## src/rtl/scan_ctrl.sv

```systemverilog
`default_nettype none
// ============================================================================
// Module   : scan_ctrl
// Summary  : Scan-chain controller. For each request it drives scan_en for
//            CHAIN_LEN cycles, captures the bits shifted out, and either
//            loads new chain state or recirculates the existing state.
// Optional : SCAN_CTRL_PARITY_EN adds a per-chain parity output of the snapshot.
// Revision : 1.0 - initial release
// ============================================================================
module scan_ctrl #(
  parameter int CHAIN_LEN  = 8,
  parameter int NUM_CHAINS = 1,
  parameter int CNT_W      = $clog2(CHAIN_LEN + 1)
) (
  input  logic                             clk,
  input  logic                             rst,
  input  logic                             start,
  input  logic                             mode,
  input  logic [NUM_CHAINS*CHAIN_LEN-1:0]  load_data,
  output logic                             scan_en,
  output logic [NUM_CHAINS-1:0]            scan_in,
  input  logic [NUM_CHAINS-1:0]            scan_out,
  output logic                             busy,
  output logic                             done,
  output logic [NUM_CHAINS*CHAIN_LEN-1:0]  snapshot,
  output logic                             snapshot_valid
`ifdef SCAN_CTRL_PARITY_EN
  ,
  output logic [NUM_CHAINS-1:0]            snap_parity
`endif
);

  localparam int             c_DATA_W = NUM_CHAINS * CHAIN_LEN;
  localparam logic [CNT_W-1:0] c_LAST = CNT_W'(CHAIN_LEN - 1);

  localparam logic [1:0] c_IDLE  = 2'd0;
  localparam logic [1:0] c_SHIFT = 2'd1;
  localparam logic [1:0] c_DONE  = 2'd2;

  logic [1:0]          r_state;
  logic [1:0]          w_state_nxt;
  logic [CNT_W-1:0]    r_cnt;
  logic                r_armed;
  logic                r_mode;
  logic [c_DATA_W-1:0] r_ldbuf;
  logic [c_DATA_W-1:0] r_snapshot;
  logic                r_snap_valid;
  logic                r_scan_en;
  logic                r_busy;
  logic                r_done;

  logic                w_accept;
  logic                w_last;
  logic                w_scan_en_nxt;
  logic                w_busy_nxt;
  logic                w_done_nxt;
  logic [c_DATA_W-1:0] w_snap_shift;
  logic [c_DATA_W-1:0] w_ld_shift;

  // r_armed blocks a start that coincides with the edge releasing reset
  assign w_accept = (r_state == c_IDLE) && start && r_armed;
  assign w_last   = (r_state == c_SHIFT) && (r_cnt == c_LAST);

  always_ff @(posedge clk or posedge rst) begin
    if (rst) begin
      r_state <= c_IDLE;
    end else begin
      r_state <= w_state_nxt;
    end
  end

  always_comb begin
    w_state_nxt = r_state;
    case (r_state)
      c_IDLE:  if (w_accept) w_state_nxt = c_SHIFT;
      c_SHIFT: if (w_last)   w_state_nxt = c_DONE;
      c_DONE:  w_state_nxt = c_IDLE;
      default: w_state_nxt = c_IDLE;
    endcase
  end

  // Outputs are decoded from the next state and registered below
  always_comb begin
    w_scan_en_nxt = (w_state_nxt == c_SHIFT);
    w_busy_nxt    = (w_state_nxt == c_SHIFT);
    w_done_nxt    = (w_state_nxt == c_DONE);
  end

  generate
    for (genvar c = 0; c < NUM_CHAINS; c++) begin : g_chain
      if (CHAIN_LEN == 1) begin : g_len1
        assign w_snap_shift[c] = scan_out[c];
        assign w_ld_shift[c]   = 1'b0;
      end else begin : g_lenn
        assign w_snap_shift[c*CHAIN_LEN +: CHAIN_LEN] =
          {scan_out[c], r_snapshot[c*CHAIN_LEN+1 +: CHAIN_LEN-1]};
        assign w_ld_shift[c*CHAIN_LEN +: CHAIN_LEN] =
          {1'b0, r_ldbuf[c*CHAIN_LEN+1 +: CHAIN_LEN-1]};
      end
      assign scan_in[c] = r_scan_en & (r_mode ? scan_out[c] : r_ldbuf[c*CHAIN_LEN]);
    end
  endgenerate

  always_ff @(posedge clk or posedge rst) begin
    if (rst) begin
      r_cnt        <= '0;
      r_armed      <= 1'b0;
      r_mode       <= 1'b0;
      r_ldbuf      <= '0;
      r_snapshot   <= '0;
      r_snap_valid <= 1'b0;
      r_scan_en    <= 1'b0;
      r_busy       <= 1'b0;
      r_done       <= 1'b0;
    end else begin
      r_armed   <= 1'b1;
      r_scan_en <= w_scan_en_nxt;
      r_busy    <= w_busy_nxt;
      r_done    <= w_done_nxt;
      if (w_accept) begin
        r_mode       <= mode;
        r_ldbuf      <= load_data;
        r_snap_valid <= 1'b0;
        r_cnt        <= '0;
      end else if (r_state == c_SHIFT) begin
        r_snapshot <= w_snap_shift;
        r_ldbuf    <= w_ld_shift;
        // Return to zero on the last shift so CHAIN_LEN=1 never wraps
        r_cnt      <= w_last ? '0 : r_cnt + 1'b1;
        if (w_last) r_snap_valid <= 1'b1;
      end
    end
  end

`ifdef SCAN_CTRL_PARITY_EN
  logic [NUM_CHAINS-1:0] r_parity;
  logic [NUM_CHAINS-1:0] w_parity_nxt;

  generate
    for (genvar c = 0; c < NUM_CHAINS; c++) begin : g_parity
      assign w_parity_nxt[c] = ^w_snap_shift[c*CHAIN_LEN +: CHAIN_LEN];
    end
  endgenerate

  always_ff @(posedge clk or posedge rst) begin
    if (rst) begin
      r_parity <= '0;
    end else if (w_last) begin
      r_parity <= w_parity_nxt;
    end
  end

  assign snap_parity = r_parity;
`endif

  assign scan_en        = r_scan_en;
  assign busy           = r_busy;
  assign done           = r_done;
  assign snapshot       = r_snapshot;
  assign snapshot_valid = r_snap_valid;

endmodule
`default_nettype wire
```

## config.mk

```make
export PLATFORM = sky130hd
export DESIGN_NAME = scan_ctrl
export DESIGN_NICKNAME = d
export VERILOG_FILES = /design/src/rtl/scan_ctrl.sv
export SDC_FILE = /design/constraint.sdc
export NUM_CORES = 1
export LEC_CHECK = 0
export ABC_AREA = 0
export ABC_CLOCK_PERIOD_IN_PS = 1100
export BUFFER_PORTS_ARGS = -buffer_cell sky130_fd_sc_hd__buf_2
export CORE_ASPECT_RATIO = 1.25
export CORE_UTILIZATION = 44
export CTS_CLUSTER_SIZE = 8
export DETAILED_ROUTE_END_ITERATION = 16
export MAX_ROUTING_LAYER = met4
export PLACE_DENSITY_LB_ADDON = 0.25
export SLEW_MARGIN = 20
export SYNTH_ARGS = -nofsm -noshare
export SYNTH_HDL_FRONTEND = slang
export SYNTH_SLANG_ARGS = --single-unit
```

## constraint.sdc

```tcl
create_clock -name clk -period 1.1 [get_ports clk]
set_input_delay 0.22 -clock clk [delete_from_list [all_inputs] [get_ports clk]]
set_output_delay 0.22 -clock clk [all_outputs]
set_load 0.005 [all_outputs]
```

==> run_results.csv <==
group,metric,value,unit
global_routing,grt_max_degree,28,
yosys,synth.area.mux_share,0.0187,
cts,cts_tree,"built",
placement,io_buffers,25,
yosys,synth_edf_count,0,
yosys,synthCells,111,
sta,setup_ws,-0.194,ns
power_and_ir_drop,power.density,2620,nW/um^2
yosys,yosysTopAreaCellShare,0.595,
floorplanning,coreArea,2430,sq um
yosys,synth_area_leader_cell,"dfrtp_1",
routing,drtAntennaViolNets,0,
yosys,synth_area_leaders,"dfrtp_1, nand2_1, a22oi_1, o21ai_0, buf_4",
power_and_ir_drop,p_leak,0.835,nW
worst_setup_path,timing.rr.end,"r_mode",
sta,slew_violations,0,
routing,drt_pass1_iterations,2,
cts,clkTransAtPathRegs,0.14,ns
final_layout,final_net_count,170,
floorplanning,rows,20,
outcome,violations,"negative setup slack",
hold_path,holdPathStages,3,
hold_path,hp-class,"input pin to flop",
yosys,synth_adder_area_share,0.0110,
hold_path,hold_start,"load_data[3]",
routing,drt-vias-per-instance,5.05,
yosys,synth_area,1140,sq um
final_layout,post_route_cells_drive_above_1_share,0.523,
worst_setup_path,r2r_slack,-0.18,ns
floorplanning,die_y,58.8,um
sta,period_needed,1.29,ns
worst_setup_path,reg2reg_depth,2,
cts,clockBufferDepth,2,
power_and_ir_drop,finalPower,4.23,mW
global_routing,grt.total_usage,0.201,
sta,skew,0.00395,ns
worst_setup_path,end_kind,"output pin",
yosys,synth_warnings,0,
worst_setup_path,startpoint_type,"flop",
worst_setup_path,worstPathBufferInverterCount,1,
yosys,yosys_register_bits,27,
yosys,synth_top_family_by_area,"simple AND/OR/NAND/NOR gates",
global_routing,overflow,0,
routing,drt_first_iter_violations,11,
final_layout,num_antenna_cells,0,
sta,rsz0062_at_grt,"yes",
power_and_ir_drop,peakVddDrop,1300,uV
routing,drc_errors,0,
sta,clock.fmax,773,MHz
routing,via_count,949,
yosys,synth-simple-area-share,0.202,
worst_setup_path,crit_fanout,2,
yosys,synth_compound_area_frac,0.112,
yosys,synth_common_cells,"nand2_1, dfrtp_1, a22oi_1, o21ai_0",
cts,clk_latency,0.31,ns
yosys,synthFlopType,"dfrtp_1",
yosys,async_flop_share,1.00,
yosys,synth_fp_nets,125,
sta,hold_violations,0,
global_routing,first_global_vias,981,
sta,post-route-period-util,1.18,
worst_setup_path,crit_family,"flip-flops",
hold_path,min_to,"r_ldbuf[3]",
cts,htree_levels,1,
outcome,status,"complete, but fails checks",
routing,wirelength,2550,um
yosys,synth_cell_type_count,27,
routing,post_drt_wl_per_cell,13.5,um
sta,setup_viol,27,
yosys,ys_seq_area_frac,0.595,
floorplanning,die-area,2790,sq um
placement,gp_congestion,0.789,
cts,cts_buffers,3,
yosys,avgSynthCellArea,10.2,sq um
floorplanning,io_pins,26,
worst_setup_path,worstPathArrival,1.07,ns
worst_setup_path,crit_slowest_cell,"dfrtp_1",
worst_setup_path,r2r_start,"r_state[0]",
cts,clock-root-buffer,"clkbuf_4",
job,maxCapViolations,0,
worst_setup_path,crit_chain,"mux2i_1, nor2b_1, buf_2",
placement,dp_hpwl,1560,um
worst_setup_path,cpPeakStageDelay,0.40,ns
cts,clock-sinks,27,
floorplanning,initial_core_util,0.468,
worst_setup_path,crit_type,"flop to output pin",
placement,place_ws,-0.132,ns
worst_setup_path,required,0.88,ns
global_routing,grt_first_pass_wirelength,3960,um
floorplanning,fp.dieW,47.5,um
yosys,yosysMostFrequentCell,"nand2_1",
global_routing,antenna_found_initial,0,
final_layout,syn_to_final_growth,42.3,%
yosys,synth-xor-area-share,0.00771,
cell families (layout without fill, tap and decap cells):
| family | Yosys count | after routing |
|---|---|---|
| buffers and inverters | 8 | 52 |
| flip-flops | 27 | 27 |
| adder cells (fa/ha/maj) | 1 | 1 |
| AND/OR/NAND/NOR | 51 | 51 |
| other | 1 | 1 |
| AO/OA/AOI/OAI | 20 | 20 |
| XOR/XNOR | 1 | 1 |
| multiplexers | 2 | 2 |
layout make-up:
cell class                 count  area [sq um]
sequential                    27           677
tap                           33          41.3
clock buffer                   4          26.3
timing repair buffer          46           328
multi-input combinational     76           537
fill                         197           811
inverter                       2          7.51
per-stage QoR:
stage               TNS, ns  area (sq um)  utilization  instances  hold slack (ns)
global placement     -0.456          1360        0.561        176            0.291
floorplan           -0.0942          1140            -        111            0.273
finish                -2.10          1620        0.666        188            0.108
detailed placement   -0.826          1360        0.561        176            0.296
CTS                   -1.70          1510        0.622        184            0.104
global route          -3.54          1620        0.666        188           0.0951
worst max-delay path by stage:
stage | start | to | slack [ns] | cells after the start
after floorplan | r_state[0] | r_cnt[3] | -0.05 | 4
after global placement | r_state[0] | r_cnt[3] | -0.08 | 4
after detailed placement | r_state[0] | r_cnt[3] | -0.13 | 4
after CTS | r_mode | scan_in | -0.21 | 3
after global routing | r_mode | scan_in | -0.25 | 3
final | r_mode | scan_in | -0.19 | 3
state kept, by name, summed over array words and instances, names as in the netlist:
register	flops
r_mode	1
r_state	2
busy	1
r_ldbuf	8
snapshot_valid	1
r_armed	1
r_cnt	4
snapshot	8
done	1
metal layers:
metal	share of wire	vias up	GRT usage
met5	0	-	-
met4	0.0051	0	0.0245
met3	0.030	2	0.0276
met2	0.56	20	0.376
met1	0.40	472	0.222
li1	-	455	-
layout by cell type, fill, tap and decap left out, types with 2 or more instances in the layout:
cell	n
dfrtp_1	26
buf_2	25
nand2_1	23
buf_4	12
nand2_2	11
o21ai_0	7
a22oi_2	7
buf_6	6
nand2_4	3
nand3b_1	3
clkbuf_4	3
a21oi_2	2
timing repair:
action                     CTS  global route
hold buffers                 1             0
resized for setup           27            20
setup buffers                4             4
setup endpoints to repair   24            37
pin swaps                   29            10
hold endpoints to repair    27             0
report_power, final:
part           internal, mW  switching [mW]  total (mW)  leakage, nW
clock                 0.142           0.285       0.427       0.0150
sequential             1.38           0.296        1.67        0.343
combinational          1.12            1.01        2.13        0.477
worst register-to-register path: cells and delay by family (launching register included):
| family | cells | cell delay (ns) |
|---|---|---|
| muxes | 1 | 0.33 |
| and+or+nand+nor | 1 | 0.39 |
| DFF | 1 | 0.46 |
Note: power is estimated with default switching activity, not from simulation.
